===== src/rtl/conware_multigen.sv =====
// conware_multigen: multi-generation Game-of-Life frame engine between AXI-Stream pixel ports
// Ports:
//   clk, rst                    clock and synchronous active-high reset
//   alive_color, dead_color     colour that marks a live cell / colour emitted for dead cells
//   generations, wrap_en        generation count and toroidal-edge select
//                               (these and the colours are latched on a frame's first input beat)
//   S_AXIS_TVALID/TREADY/TDATA/TLAST   pixel input, row-major, k=0 top-left
//   M_AXIS_TVALID/TREADY/TDATA/TLAST   colour output after G generations
//   busy                        high while computing or streaming out
//   frame_err                   1-cycle pulse on a short or long input frame
//   frame_done                  1-cycle pulse after the last output handshake
module conware_multigen #(
    parameter int DWIDTH = 32,
    parameter int WIDTH  = 8,
    parameter int HEIGHT = 8,
    parameter int GEN_W  = 8
) (
    input  logic              clk,
    input  logic              rst,
    input  logic [DWIDTH-1:0] alive_color,
    input  logic [DWIDTH-1:0] dead_color,
    input  logic [GEN_W-1:0]  generations,
    input  logic              wrap_en,
    input  logic              S_AXIS_TVALID,
    output logic              S_AXIS_TREADY,
    input  logic [DWIDTH-1:0] S_AXIS_TDATA,
    input  logic              S_AXIS_TLAST,
    output logic              M_AXIS_TVALID,
    input  logic              M_AXIS_TREADY,
    output logic [DWIDTH-1:0] M_AXIS_TDATA,
    output logic              M_AXIS_TLAST,
    output logic              busy,
    output logic              frame_err,
    output logic              frame_done
);
    localparam int N = WIDTH * HEIGHT;
    localparam int K_W = $clog2(N);
    localparam logic [K_W-1:0] LAST = K_W'(N - 1);

    typedef enum logic [1:0] {LOAD, FLUSH, COMPUTE, OUT} state_t;

    state_t            state_q, state_d;
    logic [N-1:0]      grid_q, grid_d, life;
    logic [K_W-1:0]    k_q, k_d, j_q, j_d;
    logic [GEN_W-1:0]  gen_q, gen_d, gen_cur;
    logic [DWIDTH-1:0] alive_q, alive_d, dead_q, dead_d, alive_cur;
    logic              wrap_q, wrap_d, err_q, err_d, done_q, done_d;
    logic              first, hs_in, hs_out;

    assign S_AXIS_TREADY = state_q == LOAD || state_q == FLUSH;
    assign M_AXIS_TVALID = state_q == OUT;
    assign M_AXIS_TLAST  = M_AXIS_TVALID && j_q == LAST;
    assign M_AXIS_TDATA  = M_AXIS_TVALID ? (grid_q[j_q] ? alive_q : dead_q) : '0;
    assign busy          = state_q == COMPUTE || state_q == OUT;
    assign frame_err     = err_q;
    assign frame_done    = done_q;
    assign hs_in         = S_AXIS_TVALID && S_AXIS_TREADY;
    assign hs_out        = M_AXIS_TVALID && M_AXIS_TREADY;
    // The first beat of a frame must already see this frame's colour and count.
    assign first         = state_q == LOAD && k_q == '0;
    assign alive_cur     = first ? alive_color : alive_q;
    assign gen_cur       = first ? generations : gen_q;

    for (genvar y = 0; y < HEIGHT; y++) begin : g_row
        for (genvar x = 0; x < WIDTH; x++) begin : g_col
            localparam int XL = (x + WIDTH - 1) % WIDTH;
            localparam int XR = (x + 1) % WIDTH;
            localparam int YU = (y + HEIGHT - 1) % HEIGHT;
            localparam int YD = (y + 1) % HEIGHT;
            // Edge neighbours reached only by wrapping are masked off unless wrap is latched.
            logic       l_ok, r_ok, u_ok, d_ok;
            logic [7:0] nb;
            logic [3:0] cnt;
            assign l_ok = wrap_q || (x > 0);
            assign r_ok = wrap_q || (x < WIDTH - 1);
            assign u_ok = wrap_q || (y > 0);
            assign d_ok = wrap_q || (y < HEIGHT - 1);
            assign nb = {grid_q[YU*WIDTH+XL] & u_ok & l_ok, grid_q[YU*WIDTH+x] & u_ok,
                         grid_q[YU*WIDTH+XR] & u_ok & r_ok, grid_q[y*WIDTH+XL] & l_ok,
                         grid_q[y*WIDTH+XR] & r_ok,         grid_q[YD*WIDTH+XL] & d_ok & l_ok,
                         grid_q[YD*WIDTH+x] & d_ok,         grid_q[YD*WIDTH+XR] & d_ok & r_ok};
            assign cnt = 4'($countones(nb));
            assign life[y*WIDTH+x] = cnt == 4'd3 || (grid_q[y*WIDTH+x] && cnt == 4'd2);
        end
    end

    always_comb begin
        state_d = state_q;
        grid_d  = grid_q;
        k_d     = k_q;
        j_d     = j_q;
        gen_d   = gen_q;
        alive_d = alive_q;
        dead_d  = dead_q;
        wrap_d  = wrap_q;
        err_d   = 1'b0;
        done_d  = 1'b0;
        // Clearing the grid at frame start leaves cells past a short frame dead.
        if (hs_in && first) begin
            alive_d = alive_color;
            dead_d  = dead_color;
            gen_d   = generations;
            wrap_d  = wrap_en;
            grid_d  = '0;
        end
        if (hs_in && state_q == LOAD) begin
            grid_d[k_q] = S_AXIS_TDATA == alive_cur;
            k_d         = (S_AXIS_TLAST || k_q == LAST) ? '0 : k_q + 1'b1;
            err_d       = S_AXIS_TLAST != (k_q == LAST);
            if (k_q == LAST && !S_AXIS_TLAST) state_d = FLUSH;
        end
        if (hs_in && S_AXIS_TLAST) state_d = gen_cur != '0 ? COMPUTE : OUT;
        if (state_q == COMPUTE) begin
            grid_d = life;
            gen_d  = gen_q - 1'b1;
            if (gen_q == GEN_W'(1)) state_d = OUT;
        end
        if (hs_out) begin
            j_d = j_q == LAST ? '0 : j_q + 1'b1;
            if (j_q == LAST) begin
                done_d  = 1'b1;
                state_d = LOAD;
            end
        end
    end

    always_ff @(posedge clk) begin
        if (rst) begin
            state_q <= LOAD;
            grid_q  <= '0;
            k_q     <= '0;
            j_q     <= '0;
            gen_q   <= '0;
            alive_q <= '0;
            dead_q  <= '0;
            wrap_q  <= 1'b0;
            err_q   <= 1'b0;
            done_q  <= 1'b0;
        end else begin
            state_q <= state_d;
            grid_q  <= grid_d;
            k_q     <= k_d;
            j_q     <= j_d;
            gen_q   <= gen_d;
            alive_q <= alive_d;
            dead_q  <= dead_d;
            wrap_q  <= wrap_d;
            err_q   <= err_d;
            done_q  <= done_d;
        end
    end
endmodule


===== config.mk =====
export PLATFORM = sky130hd
export DESIGN_NAME = conware_multigen
export DESIGN_NICKNAME = d
export VERILOG_FILES = /design/src/rtl/conware_multigen.sv
export SDC_FILE = /design/constraint.sdc
export NUM_CORES = 1
export LEC_CHECK = 0
export ABC_CLOCK_PERIOD_IN_PS = 3680
export BUFFER_PORTS_ARGS = -buffer_cell sky130_fd_sc_hd__buf_2
export CORE_AREA = 2 2 225 227
export CTS_CLUSTER_SIZE = 30
export DETAILED_ROUTE_END_ITERATION = 10
export DIE_AREA = 0 0 227 229
export GPL_TIMING_DRIVEN = 0
export SETUP_SLACK_MARGIN = 0.3
export SLEW_MARGIN = 20
export SYNTH_ARGS = -nofsm -noshare
export SYNTH_HDL_FRONTEND = slang
export SYNTH_SLANG_ARGS = --single-unit

===== constraint.sdc =====
create_clock -name clk -period 3.68 [get_ports clk]
set_input_delay 0.736 -clock clk [delete_from_list [all_inputs] [get_ports clk]]
set_output_delay 0.736 -clock clk [all_outputs]
set_load 0.005 [all_outputs]

==> results of run 1 <==
==> cells by family (layout without fill, tap and decap cells) <==
kind of cell	count (synthesis)	count (layout)	synth area share, %
other	0	1	0
XOR/XNOR	66	66	2.95
AO/OA/AOI/OAI	358	358	11.8
AND/OR/NAND/NOR	562	562	13.0
adder cells (fa/ha/maj)	526	526	42.6
multiplexers	52	52	3.68
flip-flops	153	153	15.6
buffers and inverters	532	787	10.4
==> placed cells by master (no fill, tap or decap), types with 39 or more instances in the layout <==
cell type,instances
buf_2,152
a21oi_1,110
buf_4,55
dfxtp_1,108
ha_1,237
nand3_1,45
clkbuf_1,47
nor2_1,134
a31oi_1,39
o21ai_0,45
fa_1,207
inv_1,407
nand2_1,214
==> worst min-delay path by stage <==
stage                                  from                      end
floorplan            dead_q[0]$_SDFFE_PP0P_   dead_q[0]$_SDFFE_PP0P_
global placement    dead_q[29]$_SDFFE_PP0P_  dead_q[29]$_SDFFE_PP0P_
detailed placement   dead_q[4]$_SDFFE_PP0P_   dead_q[4]$_SDFFE_PP0P_
CTS                  dead_q[7]$_SDFFE_PP0P_   dead_q[7]$_SDFFE_PP0P_
global route         dead_q[3]$_SDFFE_PP0P_   dead_q[3]$_SDFFE_PP0P_
finish               dead_q[5]$_SDFFE_PP0P_   dead_q[5]$_SDFFE_PP0P_
==> registers in the layout (all words and copies together) (netlist names) <==
signal / flops
grid_q: 64
alive_q: 32
dead_q: 32
gen_q: 8
j_q: 6
k_q: 6
state_q: 2
frame_done: 1
frame_err: 1
g_row.g_col.l_ok: 1
==> power breakdown <==
part / internal, W / switching (W) / total, W
combinational: 0.000256 / 0.000457 / 0.000713
sequential: 0.00170 / 0.0000630 / 0.00176
clock: 0.000971 / 0.000851 / 0.00182
==> through the flow <==
step                utilization [%]  hold slack [ns]
floorplan                         -            0.436
global route                   49.2            0.487
detailed placement             42.8            0.446
finish                         49.2            0.456
global placement               42.7            0.444
CTS                            46.8            0.456
==> area by class of cell <==
type | count | area (um2) | area share, %
Multi-Input combinational cell | 1564 | 16000 | 65.5
Sequential cell | 153 | 3180 | 13.0
Inverter | 440 | 1690 | 6.93
Timing Repair Buffer | 223 | 1510 | 6.17
Tap cell | 672 | 841 | 3.44
Buffer | 92 | 623 | 2.55
Clock buffer | 19 | 453 | 1.86
Clock inverter | 13 | 119 | 0.487
Antenna cell | 1 | 2.50 | 0.0103
==> per-layer routing <==
| metal | vias to the layer above | routed length (um) | share of wire, % | global-route usage (%) |
|---|---|---|---|---|
| met5 | - | 34 | 0.048 | 0 |
| met4 | 6 | 3160 | 4.5 | 11.4 |
| met3 | 201 | 6240 | 8.8 | 6.23 |
| met2 | 846 | 32100 | 45 | 43.5 |
| met1 | 8669 | 29100 | 41 | 35.8 |
| li1 | 7965 | - | - | - |
==> what timing repair did <==
item,4_1_cts,5_1_grt
gates resized for setup,286,208
endpoints found under the setup margin,158,121
gates cloned,1,1
pin swaps,63,96
buffers inserted,40,33
hold buffers,0,0
==> worst reg2reg max path: stages, from the launching register on <==
cell and delay [ns]:
dfxtp_4 0.36, buf_8 0.13, clkbuf_16 0.16, clkbuf_16 0.16
and2_4 0.17, buf_12 0.14, ha_4 0.15, fa_1 0.50
inv_2 0.04, fa_1 0.47, inv_1 0.04, ha_2 0.17
fa_1 0.51, nor3_1 0.05, and3_1 0.14, a31oi_1 0.13
o21ai_1 0.08
==> results.md, run 1 <==
* Cell area after layout at roughly 24000 um2
* Pin count of the biggest net entering global routing at 17
* Worst path buffer plus inverter count at 5
* Worst Tran Pin Value at 1.38 ns
* Clk_lat worst skew at 0.47 ns
* Vias in the first global route at 18200
* CP arrival at 3.04 ns
* Fillers at 4671
* Fmax achieved at around 260 MHz
* Depth of the CTS H-tree at 4
* NumNets Final at approximately 3100
* Layout Cells excl Fill at ~3200
* DP Cell Count at 3069
* CTS Sinks at ~150
* DP Area at 21200 um2
* DIE WIDTH at 227 um
* Static leakage at around 11 nW
* Power Total at about 0.0043 W
* CP Launch Type: register
* CP delay by family, top: buffers and inverters
* Crit end category: output pin
* Post-DR vias/cell at 5.57
* Area leader, netlist: fa_1
* Layout cells sized above 1 at 23.8%
* Number of enable flip-flop cells after synthesis at 0
* Die area at 52000 um2
* Drt wl/cell at 22.2 um
* Flop2flop setup slack at ~0.15 ns
* Top Ports at 148
* CP Max Fanout at 7
* CTS tree: built
* Final setup vio count at 32
* Root cell of the clock tree: clkbuf_16
* DP HPWL at 55.1 mm
* Cell variety after synth at 63
* Worst Hold Class: reg2reg
* Vias at 17700
* Worst setup path start: j_q[0]$_SDFFE_PP0P_
* First-pass GRT wire length at 107 mm
* Initial antenna violation count at 4
* Row count at 82
* Share of the synthesized area in the top cell type at 24.1%
* Max Root-Sink Buffers at 2
* Final ANT Viol Nets at 0
* VDD IR-drop max at 376 uV
* Yosys warning count at 0
* Mean Syn Cell Area at 8.72 um2
* Final hold violations at 0
* Failing checks: setup timing
* Tmin final at 3.78 ns
* Reg2reg path depth at 16
* Final worst setup slack at -0.0969 ns
* CTS Buf Count at 17
* Final WL at 70.6 mm
* Most numerous cell in the Yosys netlist: inv_1
* Drt first-iter violations at 1548
* Synth cell count leaders: inv_1, ha_1, nand2_1, fa_1, dfxtp_1
* Async S/R FF share, synth at 0%
* Routability cong. at roughly 0.96
* #FFs+latches synth at 153
* Worst hold path depth at 2
* CP max stage cell: mux4_2
* Synth Instances at 2249
* Status: finished with violations
* Max incr delay on CP at 0.53 ns
* Most used DFF post-synth: dfxtp_1
* Core ar. at 49700 um2
* Total gr overflow at 0
* Port bufs at 147
* RSZ-0062 raised after global routing: true
* Total Routing Usage GR at 27.4%
* Critical path class: reg2out
* Residual DRC count at 0
* R2r startpoint: g_row[0].g_col[0].l_ok$_SDFFE_PP0P_
* Max cap viols at 0
* Final Cycle Share at 103%
* CP most frequent cell: buf_12
* Starting Density at 39.5%
* Slew HR at around 7.8%
* Worst-path clk slew at 0.07 ns
* Post-Place Worst Slack at -0.553 ns
* CP Depth at 12
* Fin. max-slew vios at 0
* P&R area growth vs syn at 24.4%
* Crit-path cells: buf_12 > buf_12 > mux4_2 > a22oi_2 > a21oi_2 > a21oi_2 > a21o_1 > buf_12 > buf_12 > mux2i_2 > nor2_1 > buf_2
* PD cells at between 150 and 200 nW/um2
* Initial DRT Pass Iterations at 6
* Final clock skew at 0.0148 ns
* Die H at approximately 230 um
* Ranking of synthesized cells by area: fa_1, ha_1, dfxtp_1
* R2R Path End: grid_q[60]$_SDFF_PP0_
* Final TNS setup at -1.71 ns
* Syn Std Cell Area at 19600 um2
* Sequential share of the synthesized area at between 10% and 20%
* Critical path endpoint: M_AXIS_TDATA[16]
* Net count after synthesis at 2885
* WP data required at 2.94 ns
Note: power is estimated with default switching activity, not from simulation.
==> inputs of run 2 (changes only) <==
--- a/config.mk
+++ b/config.mk
@@ -7,11 +7,12 @@
 export LEC_CHECK = 0
 export ABC_CLOCK_PERIOD_IN_PS = 3680
 export BUFFER_PORTS_ARGS = -buffer_cell sky130_fd_sc_hd__buf_2
-export CORE_AREA = 2 2 225 227
+export CORE_AREA = 2 2 189 191
+export CTS_CLUSTER_DIAMETER = 150
 export CTS_CLUSTER_SIZE = 30
 export DETAILED_ROUTE_END_ITERATION = 10
-export DIE_AREA = 0 0 227 229
-export GPL_TIMING_DRIVEN = 0
+export DIE_AREA = 0 0 191 193
+export PLACE_DENSITY = 0.78
 export SETUP_SLACK_MARGIN = 0.3
 export SLEW_MARGIN = 20
 export SYNTH_ARGS = -nofsm -noshare
==> results.md, run 2 (synthesized netlist as in run 1, its figures left out) <==
* Max cap viols at 0
* Clk_lat worst skew at 0.47 ns
* CP most frequent cell: buf_12
* Fmax achieved at 267 MHz
* Top Ports at 148
* CTS Buf Count at 17
* Final setup vio count at 31
* Worst hold path depth at 2
* Drt first-iter violations at 1668
* Residual DRC count at 0
* Final ANT Viol Nets at 0
* DP HPWL at 46.3 mm
* Die area at 36900 um2
* GR peak layer: met2
* Vias at 17500
* Crit-path cells: buf_12 > mux4_2 > a22oi_2 > nand2_1 > a21oi_2 > a21o_4 > buf_12 > buf_16 > mux2i_1 > nor2_1 > buf_2
* Post-Place Worst Slack at 0.169 ns
* Initial antenna violation count at 4
* Failing checks: setup timing
* Port bufs at 147
* CTS Sinks at around 150
* Status: finished with violations
* Total Routing Usage GR at 33.8%
* Worst-path clk slew at around 0.070 ns
* Drt wl/cell at 21.6 um
* Hold EP: dead_q[26]$_SDFFE_PP0P_
* Tmin final at around 3.7 ns
* R2R Path End: grid_q[15]$_SDFF_PP0_
* Slew HR at 17.2%
* P&R area growth vs syn at 15.5%
* Max incr delay on CP at about 0.50 ns
* Final hold violations at 0
* Max Root-Sink Buffers at 2
* Worst path buffer plus inverter count at 4
* Reg2reg path depth at 13
* Worst setup path start: j_q[0]$_SDFFE_PP0P_
* Starting Density at 56.1%
* Depth of the CTS H-tree at 4
* Routability cong. at slightly below 1
* Final WL at 61.8 mm
* First-pass GRT wire length at around 95 mm
* Largest register by flop count: grid_q
* Largest regs: grid_q x64, alive_q x32, dead_q x32
* Final worst setup slack at -0.0625 ns
* Core ar. at ~35000 um2
* Flop2flop setup slack at around 0.3 ns
* Row count at 69
* Fin. max-slew vios at 0
* Hold slack at about 0.46 ns
* Most frequent cells in the layout: inv_1, ha_1, fa_1, nand2_1, buf_2
* DIE WIDTH at 191 um
* Vias in the first global route at 17900
* Die H at 193 um
* Pin count of the biggest net entering global routing at 51
* Final clock skew at 0.0166 ns
* CP Launch Type: register
* GR Layer Usage met1 at a little over two fifths
* VDD IR-drop max at 328 uV
* Cts hold-fix bufs at 0
* Total gr overflow at 0
* Root cell of the clock tree: clkbuf_16
* Worst Hold Class: reg2reg
* Layout cells sized above 1 at 17.4%
* CP arrival at 3.01 ns
* CP Max Fanout at 8
* Max FFs per register at 64
* Critical path class: reg2out
* Most common cell after layout, fill and taps aside: inv_1
* Worst hold start: dead_q[26]$_SDFFE_PP0P_
* WP data required at 2.94 ns
* Met2 usage in global routing at 54.9%
* Initial DRT Pass Iterations at 6
* Power Total at 0.00429 W
* CP max stage cell: mux4_2
* Final Cycle Share at 102%
* Worst Tran Pin Value at 1.24 ns
* Static leakage at 10.7 nW
* Post-DR vias/cell at around 6.1
* NumNets Final at around 3000
* PD cells at 189 nW/um2
* Crit end category: output pin
* CTS tree: built
* CP delay by family, top: multiplexers
* RSZ-0062 raised after global routing: true
* GR Util met3 at between 8 and 9%
* Fillers at 2685
* R2r startpoint: g_row[0].g_col[0].l_ok$_SDFFE_PP0P_
==> run 2: metrics by stage <==
stage / TNS [ns] / util, % / area, um2 / instances
final: -0.992 / 64.8 / 22700 / 2865
after global routing: -2.55 / 64.8 / 22700 / 2864
after CTS: -0.0111 / 62.8 / 22000 / 2856
after detailed placement: 0 / 60.1 / 21000 / 2815
after global placement: 0 / 60.1 / 21000 / 2815
after floorplan: 0 / - / 19700 / 2249
==> run 2: how the worst max path moves through the flow <==
stage | endpoint | slack, ns | cells past startpoint
floorplan | grid_q[60]$_SDFF_PP0_ | 0.32 | 15
global placement | M_AXIS_TDATA[21] | 0.28 | 10
detailed placement | grid_q[7]$_SDFF_PP0_ | 0.17 | 12
CTS | M_AXIS_TDATA[18] | -0.009 | 11
global route | M_AXIS_TDATA[4] | -0.11 | 11
finish | M_AXIS_TDATA[28] | -0.06 | 11
==> run 2: worst register-to-register path: stages, from the launching register on <==
cell       delay (ns)
dfxtp_4          0.41
clkbuf_16        0.19
nand2_4          0.07
inv_2            0.05
ha_4             0.27
inv_4            0.04
fa_1             0.49
fa_1             0.56
inv_1            0.05
ha_2             0.20
fa_1             0.50
nor4b_4          0.15
a32oi_1          0.19
o21ai_1          0.08
==> run 2: report_power, final <==
| part | switching [W] | internal, W |
|---|---|---|
| combinational | 0.000374 | 0.000220 |
| clock | 0.000890 | 0.00103 |
| sequential | 0.0000714 | 0.00171 |
==> run 2: layout make-up <==
type	instances	area [um2]	area share, %
antenna	2	5.00	0.0221
multi-input combinational	1564	15200	67.0
inverter	440	1660	7.31
clock inverter	14	173	0.762
timing repair buffer	213	1470	6.49
clock buffer	18	429	1.89
sequential	153	3160	13.9
tap	461	577	2.54
==> run 2: what timing repair did <==
action                                  CTS  global route
setup buffers                             5             2
pin swaps                                 4            27
endpoints found under the setup margin   46            94
cloned                                    4             5
resized for setup                        50           143
==> run 2: metal layers <==
metal	wire length, um	vias to the layer above	part of all wire, %
met3	6940	272	11
met5	27	-	0.044
met2	28300	1047	46
met4	3650	4	5.9
met1	22900	8391	37
li1	-	7759	-
==> inputs of run 3 (changes only) <==
--- a/config.mk
+++ b/config.mk
@@ -12,7 +12,7 @@
 export CTS_CLUSTER_SIZE = 30
 export DETAILED_ROUTE_END_ITERATION = 10
 export DIE_AREA = 0 0 191 193
-export PLACE_DENSITY = 0.78
+export PLACE_DENSITY = 0.89
 export SETUP_SLACK_MARGIN = 0.3
 export SLEW_MARGIN = 20
 export SYNTH_ARGS = -nofsm -noshare
==> results.md, run 3 (synthesized netlist as in run 1, its figures left out) <==
* P_int at 0.00289 W
* CP delay by family, top: multiplexers
* Crit-path cells: mux4_2 > a22oi_2 > nand2_1 > a211oi_2 > a21o_4 > buf_6 > buf_16 > mux2i_2 > nor2_1 > buf_2
* Most frequent cells in the layout: inv_1, ha_1, fa_1, nand2_1, buf_2
* Worst path buffer plus inverter count at 3
* RSZ-0062 raised after global routing: true
* Slew HR at 24.3%
* Final ANT Viol Nets at 0
* Hold slack at between 0.4 and 0.5 ns
* Clk_lat worst skew at 0.46 ns
* CP Launch Type: register
* DP Area at around 21000 um2
* First-pass GRT wire length at 98.1 mm
* Power Total at 0.00418 W
* R2R Path End: grid_q[10]$_SDFF_PP0_
* Total Routing Usage GR at 34.9%
* Pin count of the biggest net entering global routing at 62
* CTS Buf Count at 17
* Final worst setup slack at -0.0332 ns
* Drt first-iter violations at 2140
* Layout cells sized above 1 at 17.2%
* Sw frac at 30.8%
* VDD IR-drop max at 263 uV
* Core ar. at 35000 um2
* Fillers at ~2600
* Largest regs: grid_q x64, alive_q x32, dead_q x32
* Worst-path clk slew at roughly 0.07 ns
* Root cell of the clock tree: clkbuf_16
* Worst Tran Pin Value at 1.14 ns
* Reg2reg path depth at 12
* NumNets Final at 3035
* Top Ports at between 100 and 150
* Post-DR vias/cell at 6.34
* CP max stage cell: mux4_2
* Clock share of power at 43.4%
* Row count at 69
* Vias in the first global route at 18700
* Die area at 36900 um2
* Tmin final at about 3.7 ns
* CTS tree: built
* CP Depth at 10
* Largest register by flop count: grid_q
* Critical path endpoint: M_AXIS_TDATA[26]
* Worst setup path start: j_q[0]$_SDFFE_PP0P_
* P&R area growth vs syn at 14.3%
* Final Cycle Share at 101%
* Cell area after layout at ~22000 um2
* Static leakage at 10.8 nW
* R2r startpoint: grid_q[19]$_SDFF_PP0_
* Starting Density at 56.1%
* Critical path class: reg2out
* Flop2flop setup slack at 0.26 ns
* Depth of the CTS H-tree at 4
* Vias at 18200
* Logic pwr share at 14.2%
* CP Max Fanout at 8
* CTS Sinks at approximately 150
* Die H at 193 um
* DIE WIDTH at 191 um
* Max cap viols at 0
* Total gr overflow at 0
* Initial DRT Pass Iterations at 9
* Status: finished with violations
* Most common cell after layout, fill and taps aside: inv_1
* WP data required at 2.94 ns
* Failing checks: setup timing
* Initial antenna violation count at 1
* Routability cong. at 0.989
* Port bufs at around 150
* Fin. max-slew vios at 0
* Cts hold-fix bufs at 0
* Final setup vio count at 8
* DP HPWL at 47.4 mm
* Diodes inserted at 0
* Max FFs per register at 64
* Final hold violations at 0
* Max Root-Sink Buffers at 2
* Max incr delay on CP at about 0.60 ns
* Residual DRC count at 0
* Final WL at around 66 mm
* CP arrival at 2.98 ns
* Final clock skew at 0.0111 ns
* PD cells at between 150 and 200 nW/um2
* Final TNS setup at -0.0880 ns
* Fmax achieved at 269 MHz
* Switch Pwr at between 0.001 and 0.0015 W
* Crit end category: output pin
* Reg power frac at 42.4%
* Worst Hold Class: reg2reg
* Drt wl/cell at 22.8 um
-- run 3: cell types whose count changed in the layout (fill, tap and decap cells not counted), sizes merged --
cell / previous run / this run
bufinv: 2 / 1
clkinv: 1 / 3
inv: 449 / 443
diode: 2 / 0
clkinvlp: 2 / 5
bufbuf: 1 / 0
buf: 208 / 221
-- run 3: cell type report --
class | count | area (um2) | share of cell area (%)
Sequential cell | 153 | 3170 | 14.1
Timing Repair Buffer | 223 | 1500 | 6.68
Tap cell | 461 | 577 | 2.57
Inverter | 440 | 1660 | 7.40
Multi-Input combinational cell | 1564 | 15000 | 66.7
Clock buffer | 20 | 457 | 2.04
Clock inverter | 12 | 111 | 0.497
-- run 3: power groups by stage --
stage	registers [W]	clock network (W)	logic [W]
final	0.00177	0.00182	0.000594
after detailed placement	0.00182	0	0.000555
after floorplan	0.00179	0	0.000345
after global placement	0.00181	0	0.000546
after CTS	0.00178	0.00181	0.000561
after global routing	0.00178	0.00188	0.000631
-- run 3: worst register-to-register path: stages, from the launching register on --
cell      delay (ns)
dfxtp_2         0.47
ha_1            0.33
ha_1            0.31
inv_1           0.05
fa_1            0.48
inv_1           0.05
ha_1            0.21
inv_1           0.08
fa_1            0.42
nor3_1          0.23
o21ai_0         0.19
o22a_1          0.24
a311oi_1        0.26
-- run 3: per-layer routing --
metal	global-route usage [%]	wire, um	up-vias
li1	-	-	7769
met1	40.8	22100	8627
met2	56.6	29100	1366
met3	9.25	8870	441
met4	23.8	5440	0
met5	0	0	-
-- run 3: worst min path at each step --
stage | from | endpoint | slack, ns | cells after the start
3_3_place_gp | dead_q[26]$_SDFFE_PP0P_ | dead_q[26]$_SDFFE_PP0P_ | 0.44 | 2
2_1_floorplan | dead_q[0]$_SDFFE_PP0P_ | dead_q[0]$_SDFFE_PP0P_ | 0.44 | 2
4_1_cts | dead_q[6]$_SDFFE_PP0P_ | dead_q[6]$_SDFFE_PP0P_ | 0.46 | 2
3_5_place_dp | dead_q[6]$_SDFFE_PP0P_ | dead_q[6]$_SDFFE_PP0P_ | 0.45 | 2
6_report | dead_q[2]$_SDFFE_PP0P_ | dead_q[2]$_SDFFE_PP0P_ | 0.46 | 2
5_1_grt | dead_q[6]$_SDFFE_PP0P_ | dead_q[6]$_SDFFE_PP0P_ | 0.47 | 2
-- run 3: stage by stage --
step                setup slack, ns  instances  util (%)
floorplan                     0.318       2249         -
detailed placement            0.162       2822      60.2
global placement              0.274       2822      60.2
finish                      -0.0332       2873      64.1
global route                 -0.139       2873      64.1
CTS                          0.0213       2862      62.5
-- run 3: repair_timing --
| item | in CTS | in global routing |
|---|---|---|
| resized for setup | 39 | 130 |
| buffers inserted | 5 | 9 |
| pin swaps | 4 | 21 |
| setup endpoints to repair | 46 | 96 |
| cloned | 3 | 2 |
